`src/rtl/mc_pkg.sv`:
```
// Shared types and encodings for the multicycle ARM control decoder.
// MC_DECODER_EXTOPS_EN adds EOR, MOV and CMP to the data-processing decode.
package mc_pkg;
    typedef enum logic [3:0] {
        FETCH, DECODE, MEMADR, MEMRD, MEMWB, MEMWR,
        EXECR, EXECI, ALUWB, BRANCH, UNKNOWN
    } state_t;

    localparam logic [2:0] ALU_ADD = 3'd0;
    localparam logic [2:0] ALU_SUB = 3'd1;
    localparam logic [2:0] ALU_AND = 3'd2;
    localparam logic [2:0] ALU_ORR = 3'd3;
    localparam logic [2:0] ALU_EOR = 3'd4;
    localparam logic [2:0] ALU_MOV = 3'd5;

    localparam logic [3:0] CC_EQ = 4'b0000, CC_NE = 4'b0001, CC_CS = 4'b0010, CC_CC = 4'b0011;
    localparam logic [3:0] CC_MI = 4'b0100, CC_PL = 4'b0101, CC_VS = 4'b0110, CC_VC = 4'b0111;
    localparam logic [3:0] CC_HI = 4'b1000, CC_LS = 4'b1001, CC_GE = 4'b1010, CC_LT = 4'b1011;
    localparam logic [3:0] CC_GT = 4'b1100, CC_LE = 4'b1101, CC_AL = 4'b1110;

    localparam logic [1:0] SRCA_REG   = 2'b00;
    localparam logic [1:0] SRCA_PC    = 2'b01;
    localparam logic [1:0] SRCB_REG   = 2'b00;
    localparam logic [1:0] SRCB_IMM   = 2'b01;
    localparam logic [1:0] SRCB_FOUR  = 2'b10;
    localparam logic [1:0] RES_ALUOUT = 2'b00;
    localparam logic [1:0] RES_DATA   = 2'b01;
    localparam logic [1:0] RES_ALU    = 2'b10;

    // arith: op produces meaningful C/V; nowb: flags-only, skip writeback
    typedef struct packed {
        logic [2:0] op;
        logic       legal;
        logic       arith;
        logic       nowb;
    } alu_dec_t;

    function automatic alu_dec_t alu_decode(input logic [3:0] cmd);
        alu_dec_t d;
        d = '{op: ALU_ADD, legal: 1'b1, arith: 1'b0, nowb: 1'b0};
        case (cmd)
            4'b0100: d.arith = 1'b1;
            4'b0010: begin d.op = ALU_SUB; d.arith = 1'b1; end
            4'b0000: d.op = ALU_AND;
            4'b1100: d.op = ALU_ORR;
`ifdef MC_DECODER_EXTOPS_EN
            4'b0001: d.op = ALU_EOR;
            4'b1101: d.op = ALU_MOV;
            4'b1010: begin d.op = ALU_SUB; d.arith = 1'b1; d.nowb = 1'b1; end
`endif
            default: d.legal = 1'b0;
        endcase
        return d;
    endfunction
endpackage

```
`src/rtl/mc_condcheck.sv`:
```
// ARM condition-code evaluation against the {N,Z,C,V} flag register.
module mc_condcheck
    import mc_pkg::*;
(
    input  logic [3:0] cond,
    input  logic [3:0] flags,
    output logic       condex
);
    logic n, z, c, v;
    assign {n, z, c, v} = flags;

    always_comb begin
        case (cond)
            CC_EQ:   condex = z;
            CC_NE:   condex = ~z;
            CC_CS:   condex = c;
            CC_CC:   condex = ~c;
            CC_MI:   condex = n;
            CC_PL:   condex = ~n;
            CC_VS:   condex = v;
            CC_VC:   condex = ~v;
            CC_HI:   condex = c & ~z;
            CC_LS:   condex = ~c | z;
            CC_GE:   condex = (n == v);
            CC_LT:   condex = (n != v);
            CC_GT:   condex = ~z & (n == v);
            CC_LE:   condex = z | (n != v);
            CC_AL:   condex = 1'b1;
            default: condex = 1'b0;
        endcase
    end
endmodule

```
`src/rtl/mc_decoder.sv`:
```
// Multicycle ARM control FSM: sequencing, ALU decode, condition gating, flags.
// Optional EOR/MOV/CMP decode under MC_DECODER_EXTOPS_EN (see mc_pkg).
module mc_decoder
    import mc_pkg::*;
#(
    parameter int         ALUCTRL_W = 4,
    parameter logic [3:0] FLAG_RST  = 4'b0000
) (
    input  logic                 clk,
    input  logic                 reset,
    input  logic [3:0]           Cond,
    input  logic [1:0]           Op,
    input  logic [5:0]           Funct,
    input  logic [3:0]           Rd,
    input  logic [3:0]           ALUFlags,
    output logic                 PCWrite,
    output logic                 MemWrite,
    output logic                 RegWrite,
    output logic                 IRWrite,
    output logic                 AdrSrc,
    output logic                 Illegal,
    output logic [1:0]           RegSrc,
    output logic [1:0]           ImmSrc,
    output logic [1:0]           ALUSrcA,
    output logic [1:0]           ALUSrcB,
    output logic [1:0]           ResultSrc,
    output logic [ALUCTRL_W-1:0] ALUControl
);
    state_t     state, state_n;
    logic       armed, condex, condexr, in_exec, upd_flags;
    logic [3:0] flags, rd_q;
    logic [1:0] op_q, op_c;
    logic [5:0] funct_q, funct_c;
    logic [2:0] alu_op;
    alu_dec_t   dec;

    // Fields are live while the IR is loaded/decoded, latched for later states.
    assign op_c      = (state == FETCH || state == DECODE) ? Op    : op_q;
    assign funct_c   = (state == FETCH || state == DECODE) ? Funct : funct_q;
    assign dec       = alu_decode(funct_c[4:1]);
    assign in_exec   = (state == EXECR) || (state == EXECI);
    assign upd_flags = armed && in_exec && funct_c[0] && condexr && dec.legal;

    mc_condcheck u_cond (.cond(Cond), .flags(flags), .condex(condex));

    // armed holds the FSM in a silent FETCH until the first edge after reset.
    always_ff @(posedge clk or posedge reset) begin
        if (reset) begin
            state <= FETCH;
            armed <= 1'b0;
        end else begin
            state <= armed ? state_n : FETCH;
            armed <= 1'b1;
        end
    end

    always_ff @(posedge clk or posedge reset) begin
        if (reset) begin
            condexr <= 1'b0;
            flags   <= FLAG_RST;
            op_q    <= '0;
            funct_q <= '0;
            rd_q    <= '0;
        end else begin
            if (armed && state == DECODE) begin
                condexr <= condex;
                op_q    <= Op;
                funct_q <= Funct;
                rd_q    <= Rd;
            end
            if (upd_flags) begin
                flags[3:2] <= ALUFlags[3:2];
                if (dec.arith) flags[1:0] <= ALUFlags[1:0];
            end
        end
    end

    always_comb begin
        state_n = FETCH;
        case (state)
            FETCH:  state_n = DECODE;
            DECODE: begin
                case (Op)
                    2'b01:   state_n = MEMADR;
                    2'b00:   state_n = Funct[5] ? EXECI : EXECR;
                    2'b10:   state_n = BRANCH;
                    default: state_n = UNKNOWN;
                endcase
            end
            MEMADR: state_n = funct_c[0] ? MEMRD : MEMWR;
            MEMRD:  state_n = MEMWB;
            EXECR, EXECI: state_n = (dec.legal && !dec.nowb) ? ALUWB : FETCH;
            default: state_n = FETCH;
        endcase
    end

    always_comb begin
        PCWrite   = 1'b0;
        MemWrite  = 1'b0;
        RegWrite  = 1'b0;
        IRWrite   = 1'b0;
        AdrSrc    = 1'b0;
        Illegal   = 1'b0;
        ALUSrcA   = SRCA_REG;
        ALUSrcB   = SRCB_REG;
        ResultSrc = RES_ALUOUT;
        alu_op    = ALU_ADD;
        if (armed) begin
            case (state)
                FETCH: begin
                    IRWrite = 1'b1; PCWrite = 1'b1;
                    ALUSrcA = SRCA_PC; ALUSrcB = SRCB_FOUR; ResultSrc = RES_ALU;
                end
                DECODE: begin
                    ALUSrcA = SRCA_PC; ALUSrcB = SRCB_FOUR; ResultSrc = RES_ALU;
                end
                MEMADR: ALUSrcB = SRCB_IMM;
                MEMRD:  AdrSrc = 1'b1;
                MEMWB: begin
                    ResultSrc = RES_DATA; RegWrite = condexr;
                end
                MEMWR: begin
                    AdrSrc = 1'b1; MemWrite = condexr;
                end
                EXECR, EXECI: begin
                    ALUSrcB = (state == EXECI) ? SRCB_IMM : SRCB_REG;
                    if (dec.legal) alu_op = dec.op;
                    else           Illegal = 1'b1;
                end
                ALUWB: begin
                    RegWrite = condexr;
                    PCWrite  = condexr && (rd_q == 4'd15);
                end
                BRANCH: begin
                    ALUSrcB = SRCB_IMM; ResultSrc = RES_ALU; PCWrite = condexr;
                end
                UNKNOWN: Illegal = 1'b1;
                default: ;
            endcase
        end
    end

    assign ALUControl = ALUCTRL_W'(alu_op);
    assign RegSrc     = {(op_c == 2'b01) && !funct_c[0], op_c == 2'b10};
    assign ImmSrc     = op_c;
endmodule

```
`config.mk`:
```
export PLATFORM = sky130hd
export DESIGN_NAME = mc_decoder
export DESIGN_NICKNAME = d
export VERILOG_FILES = /design/src/rtl/mc_pkg.sv /design/src/rtl/mc_condcheck.sv /design/src/rtl/mc_decoder.sv
export SDC_FILE = /design/constraint.sdc
export NUM_CORES = 1
export LEC_CHECK = 0
export ABC_AREA = 1
export BUFFER_PORTS_ARGS = -buffer_cell sky130_fd_sc_hd__buf_2
export CORE_MARGIN = 2
export CORE_UTILIZATION = 45
export CTS_BUF_LIST = sky130_fd_sc_hd__clkbuf_4 sky130_fd_sc_hd__clkbuf_8 sky130_fd_sc_hd__clkbuf_16
export CTS_CLUSTER_DIAMETER = 150
export DETAILED_ROUTE_END_ITERATION = 16
export GPL_TIMING_DRIVEN = 0
export PLACE_DENSITY = 0.73
export SLEW_MARGIN = 20
export SYNTH_ARGS = -nofsm -noshare
export SYNTH_HDL_FRONTEND = slang
export SYNTH_HIERARCHICAL = 1
export SYNTH_SLANG_ARGS = --single-unit
```
`constraint.sdc`:
```
create_clock -name clk -period 2 [get_ports clk]
set_input_delay 0.2 -clock clk [delete_from_list [all_inputs] [get_ports clk]]
set_output_delay 0.2 -clock clk [all_outputs]
set_load 0.02 [all_outputs]
```
==> results of run 1 <==
-- kinds of logic after synthesis --
group | after synthesis
simple gates | 139
mux | 6
other cells | 2
buf+inv | 41
compound gates | 24
flops | 21
-- critical path, delay by kind of cell, from the launching register on --
family	cells	cell delay, ns
DFF	1	0.43
buffers and inverters	1	0.16
AOI/OAI and AO/OA	1	0.14
and+or+nand+nor	8	0.86
-- state kept, by name, summed over array words and instances, names as in the netlist --
| name | cells |
|---|---|
| condexr | 1 |
| armed | 1 |
| op_q | 2 |
| rd_q | 4 |
| funct_q | 5 |
| state | 4 |
| flags | 4 |
-- worst max path at each step --
stage	from	to	slack, ns	depth (start not counted)
4_1_cts	state[2]$_DFF_PP0_	Illegal	-0.04	11
5_1_grt	state[3]$_DFF_PP0_	Illegal	-0.19	10
2_1_floorplan	state[3]$_DFF_PP0_	Illegal	0.18	10
6_report	state[3]$_DFF_PP0_	Illegal	-0.08	10
3_5_place_dp	state[3]$_DFF_PP0_	Illegal	0.06	11
3_3_place_gp	state[3]$_DFF_PP0_	Illegal	0.06	11
-- cells in the final DEF, fill, tap and decap left out, types with 2 or more instances in the layout --
cell      instances
nor2_1           21
mux2_2            6
nand2_4           4
clkinv_1          3
nor2_2            2
dfrtp_1          20
nand3_1          22
clkbuf_4          4
nand2_1          57
buf_6             2
a21oi_1           8
nor2_4            9
conb_1            4
nor3_1            2
inv_1            28
nand4_1           2
buf_4            22
buf_2            33
nand3_2           2
o21ai_0           8
o211ai_1          3
nand2_2          14
-- power groups by stage --
stage	sequential [mW]	combinational (mW)	clock, mW
finish	0.602	0.718	0.222
global route	0.613	0.788	0.253
floorplan	0.586	0.442	0
global placement	0.599	0.557	0
detailed placement	0.605	0.566	0
CTS	0.599	0.654	0.228
-- metal layers --
metal / up-vias / wire (um) / track usage, %
met3: 4 / 203 / 1.96
li1: 842 / - / -
met2: 45 / 2020 / 36.4
met1: 736 / 1610 / 23.1
met4: 0 / 29 / 5.16
met5: - / 0 / 0
-- repair_timing --
action / in CTS / in global routing
gates resized for setup: 18 / 18
endpoints found under the setup margin: 6 / 7
hold endpoints to repair: 0 / 0
pin swaps: 10 / 5
hold buffers: 0 / 0
setup buffers: 11 / 2
gates cloned: 0 / 0
-- area by class of cell --
| cell class | instances | area (um2) |
|---|---|---|
| plain buffers | 7 | 61.3 |
| fillers | 339 | 1280 |
| multi-input cells | 173 | 971 |
| repair buffers | 51 | 307 |
| inverters | 33 | 125 |
| clock buffers | 4 | 30.0 |
| flip-flops and latches | 21 | 527 |
| well taps | 46 | 57.6 |
==> flow_metrics.env, run 1 <==
export IMPL_status="finished with violations"
export IMPL_violations="setup timing"
export IMPL_clock_skew_ns=0.0114
export IMPL_fp_dieH_um=63.2
export IMPL_whs_ns=0.0487
export IMPL_wl_mm=3.86
export IMPL_grt_use_total_pct=19.3
export IMPL_synth_compound_area_share_pct=8.49
export IMPL_clock_sinks=21
export IMPL_overflow=0
export IMPL_synth_area_top_cells="dfrtp_1, nand2_1, nand3_1, inv_1, nor2_1"
export IMPL_worst_r2r_cell_count=12
export IMPL_coreArea_um2=3360
export IMPL_ir_drop_mv=0.578
export IMPL_hold_violations=0
export IMPL_cts_buffer_depth=2
export IMPL_place_congestion=0.852
export IMPL_cts_made_buffers=3
export IMPL_clkLatencyLatePin_ns=0.30
export IMPL_startpoint_type="flip-flop"
export IMPL_fin_nets=312
export IMPL_crit_path_max_incr_delay_ns=0.43
export IMPL_n_antenna_cell=0
export IMPL_synth_edff_count=0
export IMPL_avgViaCountPerCell=4.86
export IMPL_cp_common_cell="nor2_4"
export IMPL_ys_async_sr_fraction_pct=100
export IMPL_ant_nets=0
export IMPL_grt_pass1_vias=1550
export IMPL_clkPwrFrac_pct=14.4
export IMPL_drtIter0Drc=50
export IMPL_synth_area_um2=1580
export IMPL_io_pins=42
export IMPL_period_minus_slack_ns=2.08
export IMPL_remaining_drc_errors=0
export IMPL_rsz0062_at_grt="true"
export IMPL_yosys_warnings=6
export IMPL_fmax_ghz=0.481
export IMPL_placementRows=21
export IMPL_yosys_most_used_dff="dfrtp_1"
export IMPL_avgRoutedWirePerCell_um=11.5
export IMPL_finalCritPeriodShare_pct=104
export IMPL_ys_types=30
export IMPL_powerDensity_nw_per_um2=742
export IMPL_stdcell_count=335
export IMPL_synth_xor_area_share_pct=0
export IMPL_cts_tree="yes"
export IMPL_postSynthAreaPerCell_um2=6.77
export IMPL_root_buffer="clkbuf_4"
export IMPL_worstSetupPathType="reg -> out"
export IMPL_swShare_pct=40.6
export IMPL_p_switching_mw=0.627
export IMPL_maxCapViolCount=0
export IMPL_hpwl_mm=2.67
export IMPL_crit_chain="nor2_4 > nand2_4 > nand2_1 > nand2_2 > nand2_1 > nor2_4 > nor2_4 > nand3_2 > a21oi_2 > buf_4"
export IMPL_yosysSeqAreaShare_pct=33.3
export IMPL_clkTransAtPathRegs_ns=0.13
export IMPL_combPwrFrac_pct=46.5
export IMPL_crit_fanout=6
export IMPL_hold_class="in -> async"
export IMPL_crit_path_top_delay_cell="dfrtp_1"
export IMPL_final_layout_size_suffix_gt1_share_pct=36.7
export IMPL_synth_fa_ha_area_share_pct=0
export IMPL_portBuffers=38
export IMPL_grt_max_degree=22
export IMPL_fin_area_um2=2080
export IMPL_grt_pass1_wl_mm=6.30
export IMPL_synth_mux_area_share_pct=4.28
export IMPL_cp_data_arrival_time_ns=1.88
export IMPL_p_total_mw=1.54
export IMPL_synth_top_area_cell="dfrtp_1"
export IMPL_yosys_area_share_simple_pct=41.6
export IMPL_drt_pass1_iter_count=4
export IMPL_r2r_slack_ns=0.14
export IMPL_p_int_mw=0.916
export IMPL_cts_max_level=1
export IMPL_relSlewSlack_pct=43.3
export IMPL_power_leakage_nw=1.11
export IMPL_post_dp_cell_area_um2=1840
export IMPL_r2r_start="state[3]$_DFF_PP0_"
export IMPL_final_util_pct=61.8
export IMPL_post_place_ws_ns=0.0625
export IMPL_yosys_register_bits=21
export IMPL_tns_ns=-0.171
export IMPL_cp_required_ns=1.80
export IMPL_dpl_cell_count=319
export IMPL_tightest_slew_ns=0.849
export IMPL_synthToLayoutAreaGrowth_pct=31.7
export IMPL_start_util_pct=46.9
export IMPL_setup_slack_ns=-0.0810
export IMPL_antenna_found_initial=0
export IMPL_pwr_share_seq_pct=39.1
export IMPL_end_kind="output pin"
export IMPL_synth_top_area_share_pct=33.3
export IMPL_setup_viol=4
export IMPL_drv_slew=0
export IMPL_synth_top_family_by_area="simple AND/OR/NAND/NOR gates"
export IMPL_yosysMostFrequentCell="nand2_1"
export IMPL_worstReg2RegEnd="flags[1]$_DFFE_PP0P_"
export IMPL_synth_common_cells="nand2_1, inv_1, nor2_1"
export IMPL_die_x_um=63.2
export IMPL_synth_cells=233
export IMPL_die_area_um2=4000
export IMPL_num_vias=1627
Power figures use the tool's default switching activity.
==> run 2, diff against run 1 <==
--- a/config.mk
+++ b/config.mk
@@ -8,12 +8,11 @@
 export ABC_AREA = 1
 export BUFFER_PORTS_ARGS = -buffer_cell sky130_fd_sc_hd__buf_2
 export CORE_MARGIN = 2
-export CORE_UTILIZATION = 45
-export CTS_BUF_LIST = sky130_fd_sc_hd__clkbuf_4 sky130_fd_sc_hd__clkbuf_8 sky130_fd_sc_hd__clkbuf_16
+export CORE_UTILIZATION = 50
 export CTS_CLUSTER_DIAMETER = 150
 export DETAILED_ROUTE_END_ITERATION = 16
 export GPL_TIMING_DRIVEN = 0
-export PLACE_DENSITY = 0.73
+export PLACE_DENSITY = 0.79
 export SLEW_MARGIN = 20
 export SYNTH_ARGS = -nofsm -noshare
 export SYNTH_HDL_FRONTEND = slang
==> flow_metrics.env, run 2 (synthesized netlist as in run 1, its figures left out) <==
export IMPL_ant_nets=0
export IMPL_cts_tree="yes"
export IMPL_portBuffers=38
export IMPL_die_area_um2=3620
export IMPL_finalCritPeriodShare_pct=105
export IMPL_clock_sinks=21
export IMPL_critical_path_buf_inv_count=2
export IMPL_fin_nets=310
export IMPL_crit_path_max_incr_delay_ns=0.44
export IMPL_end_kind="output pin"
export IMPL_r2r_start="state[3]$_DFF_PP0_"
export IMPL_top_register="funct_q"
export IMPL_remaining_drc_errors=0
export IMPL_cts_hold_fix_buffers=0
export IMPL_rsz0062_at_grt="true"
export IMPL_cts_max_level=1
export IMPL_drtIter0Drc=68
export IMPL_status="finished with violations"
export IMPL_io_pins=42
export IMPL_r2r_slack_ns=0.21
export IMPL_die_x_um=60.2
export IMPL_period_minus_slack_ns=2.11
export IMPL_p_total_mw=1.49
export IMPL_multi_input_area_um2=955
export IMPL_synthToLayoutAreaGrowth_pct=28.6
export IMPL_crit_path_top_delay_cell="dfrtp_1"
export IMPL_grt_use_total_pct=21.3
export IMPL_hpwl_mm=2.68
export IMPL_place_congestion=0.888
export IMPL_grt_max_degree=22
export IMPL_ir_drop_mv=0.445
export IMPL_setup_slack_ns=-0.106
export IMPL_pwr_share_seq_pct=40.3
export IMPL_fin_area_um2=2030
export IMPL_p_int_mw=0.886
export IMPL_n_antenna_cell=0
export IMPL_hold_violations=0
export IMPL_mostFrequentLayoutCells="nand2_1, buf_2, inv_1"
export IMPL_cp_common_cell="nor2_4"
export IMPL_post_dp_cell_area_um2=1840
export IMPL_grt_pass1_wl_mm=5.91
export IMPL_avgViaCountPerCell=4.90
export IMPL_stdcell_count=331
export IMPL_cp_data_arrival_time_ns=1.91
export IMPL_clkTransAtPathRegs_ns=0.12
export IMPL_p_switching_mw=0.609
export IMPL_startpoint_type="flip-flop"
export IMPL_num_vias=1621
export IMPL_violations="setup timing"
export IMPL_fmax_ghz=0.475
export IMPL_root_buffer="clkbuf_4"
export IMPL_worst_r2r_cell_count=12
export IMPL_crit_chain="nor2_4 > nand2_4 > buf_8 > nand2_4 > nand2_2 > nand2_2 > nor2_4 > nor2_4 > nand3_2 > a21oi_2 > buf_4"
export IMPL_register_area_um2=527
export IMPL_coreArea_um2=3030
export IMPL_maxCapViolCount=0
export IMPL_worstReg2RegEnd="flags[0]$_DFFE_PP0P_"
export IMPL_wl_mm=3.77
export IMPL_largest_reg_flops=5
export IMPL_cts_made_buffers=3
export IMPL_relSlewSlack_pct=46.6
export IMPL_start_util_pct=52.1
export IMPL_hold_class="in -> async"
export IMPL_drt_pass1_iter_count=4
export IMPL_worstSetupPathType="reg -> out"
export IMPL_clock_skew_ns=0.0127
export IMPL_grt_pass1_vias=1391
export IMPL_fill_cells=271
export IMPL_crit_fanout=6
export IMPL_tightest_slew_ns=0.801
export IMPL_avgRoutedWirePerCell_um=11.4
export IMPL_overflow=0
export IMPL_critPathTopFamily="simple AND/OR/NAND/NOR gates"
export IMPL_combPwrFrac_pct=45.6
export IMPL_fp_dieH_um=60.2
export IMPL_clkPwrFrac_pct=14.1
export IMPL_placementRows=20
export IMPL_whs_ns=0.0174
export IMPL_clkLatencyLatePin_ns=0.31
export IMPL_final_layout_size_suffix_gt1_share_pct=34.1
export IMPL_drv_slew=0
export IMPL_swShare_pct=40.7
export IMPL_cts_buffer_depth=2
export IMPL_power_leakage_nw=1.10
export IMPL_setup_viol=4
export IMPL_antenna_found_initial=0
export IMPL_final_common_cell="nand2_1"
export IMPL_powerDensity_nw_per_um2=736
export IMPL_cp_required_ns=1.80
export IMPL_dpl_cell_count=317
run 2: timing repair:
action,in CTS,in global routing
setup buffers,6,5
pin swaps,4,9
setup endpoints to repair,6,6
resized for setup,4,22
run 2: through the flow:
stage	utilization (%)	setup WS [ns]	setup TNS, ns
floorplan	-	0.178	0
global placement	60.7	0.0564	0
detailed placement	60.7	0.0566	0
CTS	63.3	-0.0775	-0.129
global route	67.0	-0.192	-0.781
finish	67.0	-0.106	-0.257
run 2: how the worst max path moves through the flow:
| stage | startpoint | endpoint | slack, ns | depth (start not counted) |
|---|---|---|---|---|
| detailed placement | state[3]$_DFF_PP0_ | Illegal | 0.06 | 11 |
| global placement | state[3]$_DFF_PP0_ | Illegal | 0.06 | 11 |
| floorplan | state[3]$_DFF_PP0_ | Illegal | 0.18 | 10 |
| CTS | state[2]$_DFF_PP0_ | Illegal | -0.08 | 11 |
| finish | state[3]$_DFF_PP0_ | Illegal | -0.11 | 11 |
| global route | state[3]$_DFF_PP0_ | Illegal | -0.19 | 11 |
run 2: final cells by class:
type	count	area share [%]
flip-flops and latches	21	26.0
multi-input cells	173	47.0
well taps	44	2.71
repair buffers	49	13.8
clock buffers	4	1.29
plain buffers	7	3.02
inverters	33	6.17
run 2: routing by layer:
layer | wire, um | part of all wire (%) | GRT usage, %
met4 | 25 | 0.66 | 6.35
met2 | 1770 | 47 | 32.3
met1 | 1750 | 46 | 31.4
met5 | 0 | 0 | 0
met3 | 220 | 5.8 | 2.60
run 2: power by group through the flow:
stage	Sequential [mW]	Combinational, mW	Clock, mW
after detailed placement	0.602	0.567	0
final	0.603	0.682	0.210
after global routing	0.621	0.754	0.235
after CTS	0.597	0.592	0.217
after floorplan	0.586	0.442	0
after global placement	0.600	0.556	0
